### src/rtl/cla_pipe_adder_pkg.sv
// ============================================================================
// Module : cla_pkg
// Brief  : Shared constants and sizing helper for the pipelined CLA adder.
// Rev    : 1.0
// ============================================================================
`default_nettype none

package cla_pkg;

    localparam logic MODE_ADD        = 1'b0;
    localparam logic MODE_SUB        = 1'b1;
    localparam int   CLA_BLK_DEFAULT = 4;

    // Number of register stages; each stage finishes BLK*BPS result bits.
    function automatic int nstg(input int width, input int blk, input int bps);
        return width / (blk * bps);
    endfunction

endpackage

`default_nettype wire

### src/rtl/cla_pipe_adder_if.sv
// ============================================================================
// Module : cla_pipe_adder_if
// Brief  : Operand/result streaming bundle for cla_pipe_adder.
// Rev    : 1.0
// ============================================================================
`default_nettype none

interface cla_pipe_adder_if #(
    parameter int WIDTH = 16
);
    logic             in_valid;
    logic             in_ready;
    logic [WIDTH-1:0] a;
    logic [WIDTH-1:0] b;
    logic             cin;
    logic             sub;
    logic             out_valid;
    logic             out_ready;
    logic [WIDTH-1:0] sum;
    logic             cout;
    logic             ovf;
    logic             zero;

    modport master (
        output in_valid, a, b, cin, sub, out_ready,
        input  in_ready, out_valid, sum, cout, ovf, zero
    );

    modport slave (
        input  in_valid, a, b, cin, sub, out_ready,
        output in_ready, out_valid, sum, cout, ovf, zero
    );

endinterface

`default_nettype wire

### src/rtl/cla_pipe_adder_block.sv
// ============================================================================
// Module : cla_block
// Brief  : Combinational BLK-bit carry-lookahead block with group G/P outputs.
// Rev    : 1.0
// ============================================================================
`default_nettype none

module cla_block
    import cla_pkg::*;
#(
    parameter int BLK = CLA_BLK_DEFAULT
) (
    input  logic [BLK-1:0] a,
    input  logic [BLK-1:0] b,
    input  logic           ci,
    output logic [BLK-1:0] s,
    output logic           co,
    output logic           G,
    output logic           P
);

    logic [BLK-1:0] gen;
    logic [BLK-1:0] prop;
    logic [BLK:0]   c;
    logic           run;
    logic           gk;

    assign gen  = a & b;
    assign prop = a ^ b;

    // Each carry is the flat sum-of-products over the generates below it,
    // so no carry depends on another carry inside the block.
    always_comb begin
        c    = '0;
        c[0] = ci;
        run  = 1'b1;
        gk   = 1'b0;
        for (int i = 0; i < BLK; i++) begin
            run = 1'b1;
            gk  = gen[i];
            for (int j = i; j >= 1; j--) begin
                run = run & prop[j];
                gk  = gk | (run & gen[j-1]);
            end
            c[i+1] = gk | (run & prop[0] & ci);
        end
        G = gk;
    end

    assign P  = &prop;
    assign s  = prop ^ c[BLK-1:0];
    assign co = c[BLK];

endmodule

`default_nettype wire

### src/rtl/cla_pipe_adder.sv
// ============================================================================
// Module : cla_pipe_adder
// Brief  : Pipelined carry-lookahead adder/subtractor with valid/ready streams.
// Rev    : 1.0
// ============================================================================
`default_nettype none

module cla_pipe_adder
    import cla_pkg::*;
#(
    parameter int WIDTH       = 16,
    parameter int BLK         = CLA_BLK_DEFAULT,
    parameter int BLK_PER_STG = 1
) (
    input  logic             clk,
    input  logic             rst_n,
    cla_pipe_adder_if.slave  bus
);

    localparam int SW   = BLK * BLK_PER_STG;
    localparam int NSTG = nstg(WIDTH, BLK, BLK_PER_STG);

    if ((WIDTH % SW) != 0 || NSTG < 1) begin : g_bad_width
        $error("cla_pipe_adder: WIDTH must be a nonzero multiple of BLK*BLK_PER_STG");
    end

    logic en;

    assign en          = bus.out_ready || !bus.out_valid;
    assign bus.in_ready = en;

    // Stage k owns result bits [k*SW +: SW]; operands above it ride along
    // and finished low sum bits accumulate below it.
    for (genvar k = 0; k < NSTG; k++) begin : g_stg
        localparam int REM = WIDTH - k * SW;

        logic [REM-1:0]          a_in;
        logic [REM-1:0]          b_in;
        logic                    c_in;
        logic                    v_in;
        logic [SW-1:0]           s_slc;
        logic [(k+1)*SW-1:0]     s_cat;
        logic [BLK_PER_STG:0]    carry;
        logic [BLK_PER_STG-1:0]  co_blk;
        logic [BLK_PER_STG-1:0]  grp_g;
        logic [BLK_PER_STG-1:0]  grp_p;
        logic                    v_r;
        logic                    c_r;
        logic [(k+1)*SW-1:0]     s_r;

        if (k == 0) begin : g_head
            assign a_in  = bus.a;
            assign b_in  = (bus.sub == MODE_SUB) ? ~bus.b : bus.b;
            assign c_in  = (bus.sub == MODE_SUB) ? 1'b1 : bus.cin;
            assign v_in  = bus.in_valid;
            assign s_cat = s_slc;
        end else begin : g_body
            assign a_in  = g_stg[k-1].g_fwd.a_r;
            assign b_in  = g_stg[k-1].g_fwd.b_r;
            assign c_in  = g_stg[k-1].c_r;
            assign v_in  = g_stg[k-1].v_r;
            assign s_cat = {s_slc, g_stg[k-1].s_r};
        end

        assign carry[0] = c_in;

        for (genvar j = 0; j < BLK_PER_STG; j++) begin : g_blk
            cla_block #(
                .BLK (BLK)
            ) u_blk (
                .a  (a_in[j*BLK +: BLK]),
                .b  (b_in[j*BLK +: BLK]),
                .ci (carry[j]),
                .s  (s_slc[j*BLK +: BLK]),
                .co (co_blk[j]),
                .G  (grp_g[j]),
                .P  (grp_p[j])
            );
            assign carry[j+1] = grp_g[j] | (grp_p[j] & carry[j]);
        end

        // Block ripple-out and group lookahead must always agree.
        a_carry_consistent: assert property (
            @(posedge clk) disable iff (!rst_n) co_blk == carry[BLK_PER_STG:1]
        );

        always_ff @(posedge clk or negedge rst_n) begin
            if (!rst_n) begin
                v_r <= 1'b0;
                c_r <= 1'b0;
                s_r <= '0;
            end else if (en) begin
                v_r <= v_in;
                c_r <= carry[BLK_PER_STG];
                s_r <= s_cat;
            end
        end

        if (k < NSTG - 1) begin : g_fwd
            logic [REM-SW-1:0] a_r;
            logic [REM-SW-1:0] b_r;

            always_ff @(posedge clk or negedge rst_n) begin
                if (!rst_n) begin
                    a_r <= '0;
                    b_r <= '0;
                end else if (en) begin
                    a_r <= a_in[REM-1:SW];
                    b_r <= b_in[REM-1:SW];
                end
            end
        end else begin : g_tail
            logic ovf_r;
            logic zero_r;

            always_ff @(posedge clk or negedge rst_n) begin
                if (!rst_n) begin
                    ovf_r  <= 1'b0;
                    zero_r <= 1'b0;
                end else if (en) begin
                    ovf_r  <= (a_in[REM-1] == b_in[REM-1]) && (s_slc[SW-1] != a_in[REM-1]);
                    zero_r <= ~|s_cat;
                end
            end
        end
    end

    assign bus.out_valid = g_stg[NSTG-1].v_r;
    assign bus.sum       = g_stg[NSTG-1].s_r;
    assign bus.cout      = g_stg[NSTG-1].c_r;
    assign bus.ovf       = g_stg[NSTG-1].g_tail.ovf_r;
    assign bus.zero      = g_stg[NSTG-1].g_tail.zero_r;

endmodule

`default_nettype wire

### src/flat_wrapper.sv
// flat-port wrapper written by rule: the top's interface ports become plain ports
module cla_pipe_adder_flat import cla_pkg::*;
#(
    parameter int WIDTH       = 16,
    parameter int BLK         = CLA_BLK_DEFAULT,
    parameter int BLK_PER_STG = 1
)
  (clk, rst_n, bus_in_valid, bus_a, bus_b, bus_cin, bus_sub, bus_out_ready, bus_in_ready, bus_out_valid, bus_sum, bus_cout, bus_ovf, bus_zero);
  cla_pipe_adder_if #(.WIDTH(WIDTH)) bus_i ();
  input  logic clk;
  input  logic rst_n;
  input wire logic [$bits(bus_i.in_valid)-1:0] bus_in_valid;
  input wire logic [$bits(bus_i.a)-1:0] bus_a;
  input wire logic [$bits(bus_i.b)-1:0] bus_b;
  input wire logic [$bits(bus_i.cin)-1:0] bus_cin;
  input wire logic [$bits(bus_i.sub)-1:0] bus_sub;
  input wire logic [$bits(bus_i.out_ready)-1:0] bus_out_ready;
  output wire logic [$bits(bus_i.in_ready)-1:0] bus_in_ready;
  output wire logic [$bits(bus_i.out_valid)-1:0] bus_out_valid;
  output wire logic [$bits(bus_i.sum)-1:0] bus_sum;
  output wire logic [$bits(bus_i.cout)-1:0] bus_cout;
  output wire logic [$bits(bus_i.ovf)-1:0] bus_ovf;
  output wire logic [$bits(bus_i.zero)-1:0] bus_zero;
  assign bus_i.in_valid = bus_in_valid;
  assign bus_i.a = bus_a;
  assign bus_i.b = bus_b;
  assign bus_i.cin = bus_cin;
  assign bus_i.sub = bus_sub;
  assign bus_i.out_ready = bus_out_ready;
  assign bus_in_ready = bus_i.in_ready;
  assign bus_out_valid = bus_i.out_valid;
  assign bus_sum = bus_i.sum;
  assign bus_cout = bus_i.cout;
  assign bus_ovf = bus_i.ovf;
  assign bus_zero = bus_i.zero;
  cla_pipe_adder #(.WIDTH(WIDTH), .BLK(BLK), .BLK_PER_STG(BLK_PER_STG)) u_core (.clk(clk), .rst_n(rst_n), .bus(bus_i));
endmodule
### config.mk
export PLATFORM = sky130hd
export DESIGN_NAME = cla_pipe_adder_flat
export DESIGN_NICKNAME = d
export VERILOG_FILES = /design/src/rtl/cla_pipe_adder_pkg.sv /design/src/rtl/cla_pipe_adder_if.sv /design/src/rtl/cla_pipe_adder_block.sv /design/src/rtl/cla_pipe_adder.sv /design/src/flat_wrapper.sv
export SDC_FILE = /design/constraint.sdc
export NUM_CORES = 1
export LEC_CHECK = 0
export CAP_MARGIN = 20
export CORE_ASPECT_RATIO = 0.75
export CORE_MARGIN = 2
export CORE_UTILIZATION = 50
export CTS_CLUSTER_DIAMETER = 80
export DETAILED_ROUTE_END_ITERATION = 6
export PLACE_DENSITY_LB_ADDON = 0.2
export SETUP_SLACK_MARGIN = 0.05
export SLEW_MARGIN = 20
export SYNTH_ARGS = -nofsm -noshare
export SYNTH_HDL_FRONTEND = slang
export SYNTH_HIERARCHICAL = 1
export SYNTH_SLANG_ARGS = --single-unit
### constraint.sdc
create_clock -name clk -period 1.6 [get_ports clk]
set_input_delay 0.16 -clock clk [delete_from_list [all_inputs] [get_ports clk]]
set_output_delay 0.16 -clock clk [all_outputs]
set_load 0.05 [all_outputs]
## After elaboration in Yosys (flattened, before gate mapping)

Index checks and enable logic that the tools add are counted.

- Bits in read-only memories: 0
- Latch bits: 0
- RAM bits: 0
- Memories kept: 0
- Bits in registers: 98
- Output and inout port bits: 21

- Add/subtract/negate cells: 0
- Divide/modulo/power cells: 0
- Equal/unequal tests: 2
- Multiply operators: 0
- $lt $le $gt $ge: 0
- Muxes and demuxes: 2
- Reductions and logical operators: 9
- Bitwise operators: 113
- Shift-type cells: 0

Operators by type and width:

| operator | count |
|---|---|
| 1-bit bitwise AND | 60 |
| 1-bit OR | 40 |
| 4-bit bitwise XOR | 8 |
| 4-bit bitwise AND | 4 |
| 16-bit 2-to-1 mux | 1 |
| 16-bit NOT | 1 |
| 4-bit AND reduction | 4 |
| 16-bit OR reduction | 1 |
| 1-bit logical NOT | 2 |
| 1-bit equality test | 1 |
| 1-bit logical AND | 1 |
| 1-bit logical OR | 1 |
| 1-bit 2-to-1 mux | 1 |
| 1-bit != test | 1 |

## Depth between registers and ports, before layout

- Word-level depth: 8
- Gate-level depth with buffers: 9

## Modules after synthesis

Netlist, hierarchy kept.

By module, submodules not included:

| module | area each (µm²) | seq. area each (µm²) | cells an instance | times used |
|---|---|---|---|---|
| cla_pipe_adder | 3849.9 | 2452.4 | 259 | 1 |
| cla_block (u_core.g_stg[0].g_blk[0].u_blk ...) | 195.2 | 0.0 | 23 | 3 |
| cla_block (u_core.g_stg[3].g_blk[0].u_blk) | 193.9 | 0.0 | 23 | 1 |

## Worst setup path before layout

OpenSTA, ideal clock, no wires.

- Path kind: in2reg
- From: in bus_sub
- To: reg u_core.g_stg[0].s_r[3]
- Slack: -0.270 ns
- Cell stages on the path: 8
- Data required time: 1.475 ns
- Arrival: 1.745 ns
- Cell sequence: buf_2 -> buf_4 -> xor2_1 -> ha_1 -> a41oi_1 -> o21ai_2 -> xor2_1 -> mux2_2

- Elaborated cells on any way between the ends: 13

RTL lines:

| element | line | RTL |
|---|---|---|
| from (decl) | flat_wrapper.sv:16 | `input wire logic [$bits(bus_i.sub)-1:0] bus_sub;` |
| 16-bit 2-to-1 mux (*) | cla_pipe_adder.sv:53 | `assign b_in = (bus.sub == MODE_SUB) ? ~bus.b : bus.b;` |
| via u_core.g_stg[0].b_in[0] | cla_pipe_adder.sv:38 | `logic [REM-1:0] b_in;` |
| 4-bit bitwise AND or 4-bit bitwise XOR (tied branches) | cla_pipe_adder_block.sv:28, cla_pipe_adder_block.sv:29 |  |
| 1-bit bitwise AND (on tied branches) | cla_pipe_adder_block.sv:43, cla_pipe_adder_block.sv:45 |  |
| 1-bit OR or 1-bit bitwise AND (tied branches) | cla_pipe_adder_block.sv:43, cla_pipe_adder_block.sv:45 |  |
| 1-bit OR (*) | cla_pipe_adder_block.sv:45 | `c[i+1] = gk \| (run & prop[0] & ci);` |
| 4-bit bitwise XOR (*) | cla_pipe_adder_block.sv:51 | `assign s = prop ^ c[BLK-1:0];` |
| via u_core.g_stg[0].s_cat[3] | cla_pipe_adder.sv:42 | `logic [(k+1)*SW-1:0] s_cat;` |
| to (signal assigned) | cla_pipe_adder.sv:95 | `s_r <= s_cat;` |
| to (decl) | cla_pipe_adder.sv:49 | `logic [(k+1)*SW-1:0] s_r;` |

Mark *: on every way through the listed nets, which the timed path passes. The rest lies on a longest branch.
A chain may end at the register's enable or synchronous reset.

## Worst setup path in the final report

- From: reg u_core.g_stg[2].g_fwd.a_r[2]
- To: reg u_core.g_stg[3].g_tail.ovf_r, in the netlist u_core/bus.ovf

- Cells in the longest elaborated chain, start to end: 8
- Elaborated cells on any way between the ends: 13

RTL lines:

| element | line | RTL |
|---|---|---|
| from (decl) | cla_pipe_adder.sv:100 | `logic [REM-SW-1:0] a_r;` |
| from (signal assigned) | cla_pipe_adder.sv:108 | `a_r <= a_in[REM-1:SW];` |
| 4-bit bitwise XOR | cla_pipe_adder_block.sv:29 | `assign prop = a ^ b;` |
| 1-bit bitwise AND (on tied branches) | cla_pipe_adder_block.sv:43, cla_pipe_adder_block.sv:42 |  |
| 1-bit OR, or another cell as far along | cla_pipe_adder_block.sv:43 | `gk = gk \| (run & gen[j-1]);` |
| 1-bit OR or 1-bit bitwise AND (tied branches) | cla_pipe_adder_block.sv:43, cla_pipe_adder_block.sv:45 |  |
| 1-bit OR (*) | cla_pipe_adder_block.sv:45 |  |
| 4-bit bitwise XOR (*) | cla_pipe_adder_block.sv:51 |  |
| via u_core.g_stg[3].s_slc[3] | cla_pipe_adder.sv:41 | `logic [SW-1:0] s_slc;` |
| 1-bit != test (*) | cla_pipe_adder.sv:121 | `ovf_r <= (a_in[REM-1] == b_in[REM-1]) && (s_slc[SW-1] != a_in[REM-1]);` |
| 1-bit logical AND (*) | cla_pipe_adder.sv:121 |  |
| to (signal assigned) | cla_pipe_adder.sv:121 |  |
| to (decl) | cla_pipe_adder.sv:113 | `logic ovf_r;` |

Marks and branches as above.

==> flow_metrics.env <==
export IMPL_status="complete, but fails checks"
export IMPL_violations="setup timing"
export IMPL_finalNetCount=495
export IMPL_antenna_found_initial=0
export IMPL_grt_pass1_vias=2945
export IMPL_crit_end="u_core/bus.ovf$_DFFE_PN0P_"
export IMPL_ff2ff_path_depth=7
export IMPL_end_kind="register"
export IMPL_gp_congestion=0.842
export IMPL_cp_start_kind="register"
export IMPL_clock_sinks=98
export IMPL_finalSetupViolCount=4
export IMPL_fin_cells=550
export IMPL_coreArea_um2=9010
export IMPL_syn_nets=409
export IMPL_viasPerCell=5.17
export IMPL_clk_latency_ps=340
export IMPL_leakagePower_nw=2.66
export IMPL_std_cell_rows=30
export IMPL_dieArea_um2=9990
export IMPL_htreeDepth=3
export IMPL_track_usage_pct=18.0
export IMPL_ant_nets=0
export IMPL_grt_first_pass_wirelength_um=13900
export IMPL_drive_gt1_share_pct=43.8
export IMPL_final_hold_viol_count=0
export IMPL_cts_root_buf="clkbuf_16"
export IMPL_rsz0062_at_grt="yes"
export IMPL_drv_slew=0
export IMPL_die_h_um=87.1
export IMPL_cts_tree="done"
export IMPL_worstMarginPinSlew_ps=415
export IMPL_post_place_ws_ps=-529
export IMPL_drc=0
export IMPL_critical_path_class="reg -> reg"
export IMPL_required_ps=1820
export IMPL_synth_cell_area_um2=4600
export IMPL_cts_buffer_depth=2
export IMPL_fillers=674
export IMPL_syn_area_per_cell_um2=13.3
export IMPL_dieWidth_um=115
export IMPL_drtIter0Drc=112
export IMPL_crit_path_start="u_core/g_stg[2].g_fwd.a_r[2]$_DFFE_PN0P_"
export IMPL_dpl_cell_count=531
export IMPL_drt_first_pass_iters=4
export IMPL_finalWirelength_um=8320
export IMPL_min_period_ps=1710
export IMPL_final_setup_tns_ps=-297
export IMPL_crit_arrival_ps=1930
export IMPL_fin_crit_sh_pct=107
export IMPL_rr_startpoint="u_core/g_stg[2].g_fwd.a_r[2]$_DFFE_PN0P_"
export IMPL_rrSetupSlack_ps=-110
export IMPL_cap_violations=0
export IMPL_vdd_ir_drop_max_uv=824
export IMPL_io_pins=59
export IMPL_clk_pin_slew_ps=60
export IMPL_yosys_warnings=6
export IMPL_initial_core_util_pct=51.1
export IMPL_numPortBuffers=58
export IMPL_dp_hpwl_um=5790
export IMPL_syn_to_final_growth_pct=31.6
export IMPL_p_per_area_nw_per_um2=2250
export IMPL_crit_fanout=4
export IMPL_grt_max_degree=45
export IMPL_grt_overflow=0
export IMPL_antennaDiodeCount=0
export IMPL_numCtsBuffers=9
export IMPL_reg2reg_to="u_core/bus.ovf$_DFFE_PN0P_"
export IMPL_relSlewSlack_pct=72.3
export IMPL_fin_worst_skew_ps=7.23
export IMPL_vias=2846
export IMPL_max_freq_mhz=584
export IMPL_hp_class="in -> async"
export IMPL_setup_ws_ps=-112
export IMPL_wire_per_inst_um=15.1
export IMPL_synth_cells=347
==> worst min path at each step <==
stage / startpoint / to / slack, ps / cells after the start
2_1_floorplan: rst_n / u_core/bus.cout$_DFFE_PN0P_ / -140 / 0
3_3_place_gp: rst_n / u_core/g_stg[1].g_fwd.b_r[4]$_DFFE_PN0P_ / 120 / 1
3_5_place_dp: rst_n / u_core/g_stg[1].g_fwd.b_r[4]$_DFFE_PN0P_ / 120 / 1
4_1_cts: rst_n / u_core/g_stg[1].g_fwd.b_r[4]$_DFFE_PN0P_ / 310 / 2
5_1_grt: rst_n / u_core/g_stg[1].g_fwd.b_r[4]$_DFFE_PN0P_ / 330 / 2
6_report: rst_n / u_core/g_stg[1].g_fwd.b_r[4]$_DFFE_PN0P_ / 300 / 2
==> metrics by stage <==
stage	total power, mW	area [um^2]	hold WS [ps]	util (%)
final	13.6	6050	300	67.2
after global routing	14.5	6050	330	67.2
after CTS	13.4	5960	306	66.2
after detailed placement	10.5	5500	121	61.1
after global placement	10.4	5500	123	61.1
after floorplan	8.51	4690	-136	-
==> flip-flops by register name, indices dropped and copies added, names as in the netlist <==
register	count
u_core/bus.sum	16
u_core/g_stg.v_r	3
u_core/bus.cout	1
u_core/g_stg.g_fwd.a_r	24
u_core/g_stg.g_fwd.b_r	24
u_core/g_stg.s_r	24
u_core/bus.out_valid	1
u_core/bus.ovf	1
u_core/bus.zero	1
u_core/g_stg.c_r	3
==> report_power, final <==
part	internal [mW]	leakage (nW)	switching [mW]
sequential	3.62	1.13	0.834
combinational	3.52	1.37	3.27
clock	1.49	0.165	0.884
==> critical path, cell delays in order (launching register included) <==
cell	delay, ps
dfrtp_1	400
ha_4	310
nand3_1	110
nand3_2	140
xor2_4	240
and3b_1	220
a21oi_2	110
a21oi_1	70
==> what timing repair did <==
item,in CTS,in global routing
buffers inserted,1,1
resized for setup,19,16
endpoints found under the hold margin,26,0
pin swaps,7,10
hold buffers,1,0
endpoints found under the setup margin,13,17
==> cells in the final DEF (no fill, tap or decap), types with 2 or more instances in the layout <==
master,instances
dfrtp_1,94
mux2_2,75
buf_4,48
clkdlybuf4s50_1,33
a21oi_1,22
xnor2_1,18
nor2_1,18
inv_1,18
ha_1,10
clkbuf_16,9
ha_4,9
a21o_1,8
a21oi_2,7
xor2_1,6
buf_12,5
mux2_4,4
dfrtp_2,4
clkbuf_8,3
nand4_1,3
and4_2,3
bufinv_16,2
dlygate4sd2_1,2
nor4_4,2
o21bai_1,2
a41oi_2,2
o21ai_2,2
fa_2,2
fa_1,2
nand3_1,2
nand2_1,2
nand3_2,2
xnor2_2,2
==> cell type report <==
cell class                      instances  area (um^2)  share of cell area, %
Timing Repair Buffer                   90          823                   13.6
Tap cell                              112          140                   2.31
Multi-Input combinational cell        215         2220                   36.7
Inverter                               19         71.3                   1.18
Sequential cell                        98         2460                   40.6
Clock inverter                          4         72.6                   1.20
Clock buffer                           12          267                   4.40
==> layer usage <==
layer	GRT usage (%)	part of all wire [%]
met1	22.6	46
met2	30.7	49
met3	5.92	4.2
met4	4.05	1.2
met5	0	0
(Power assumes the default switching activity.)
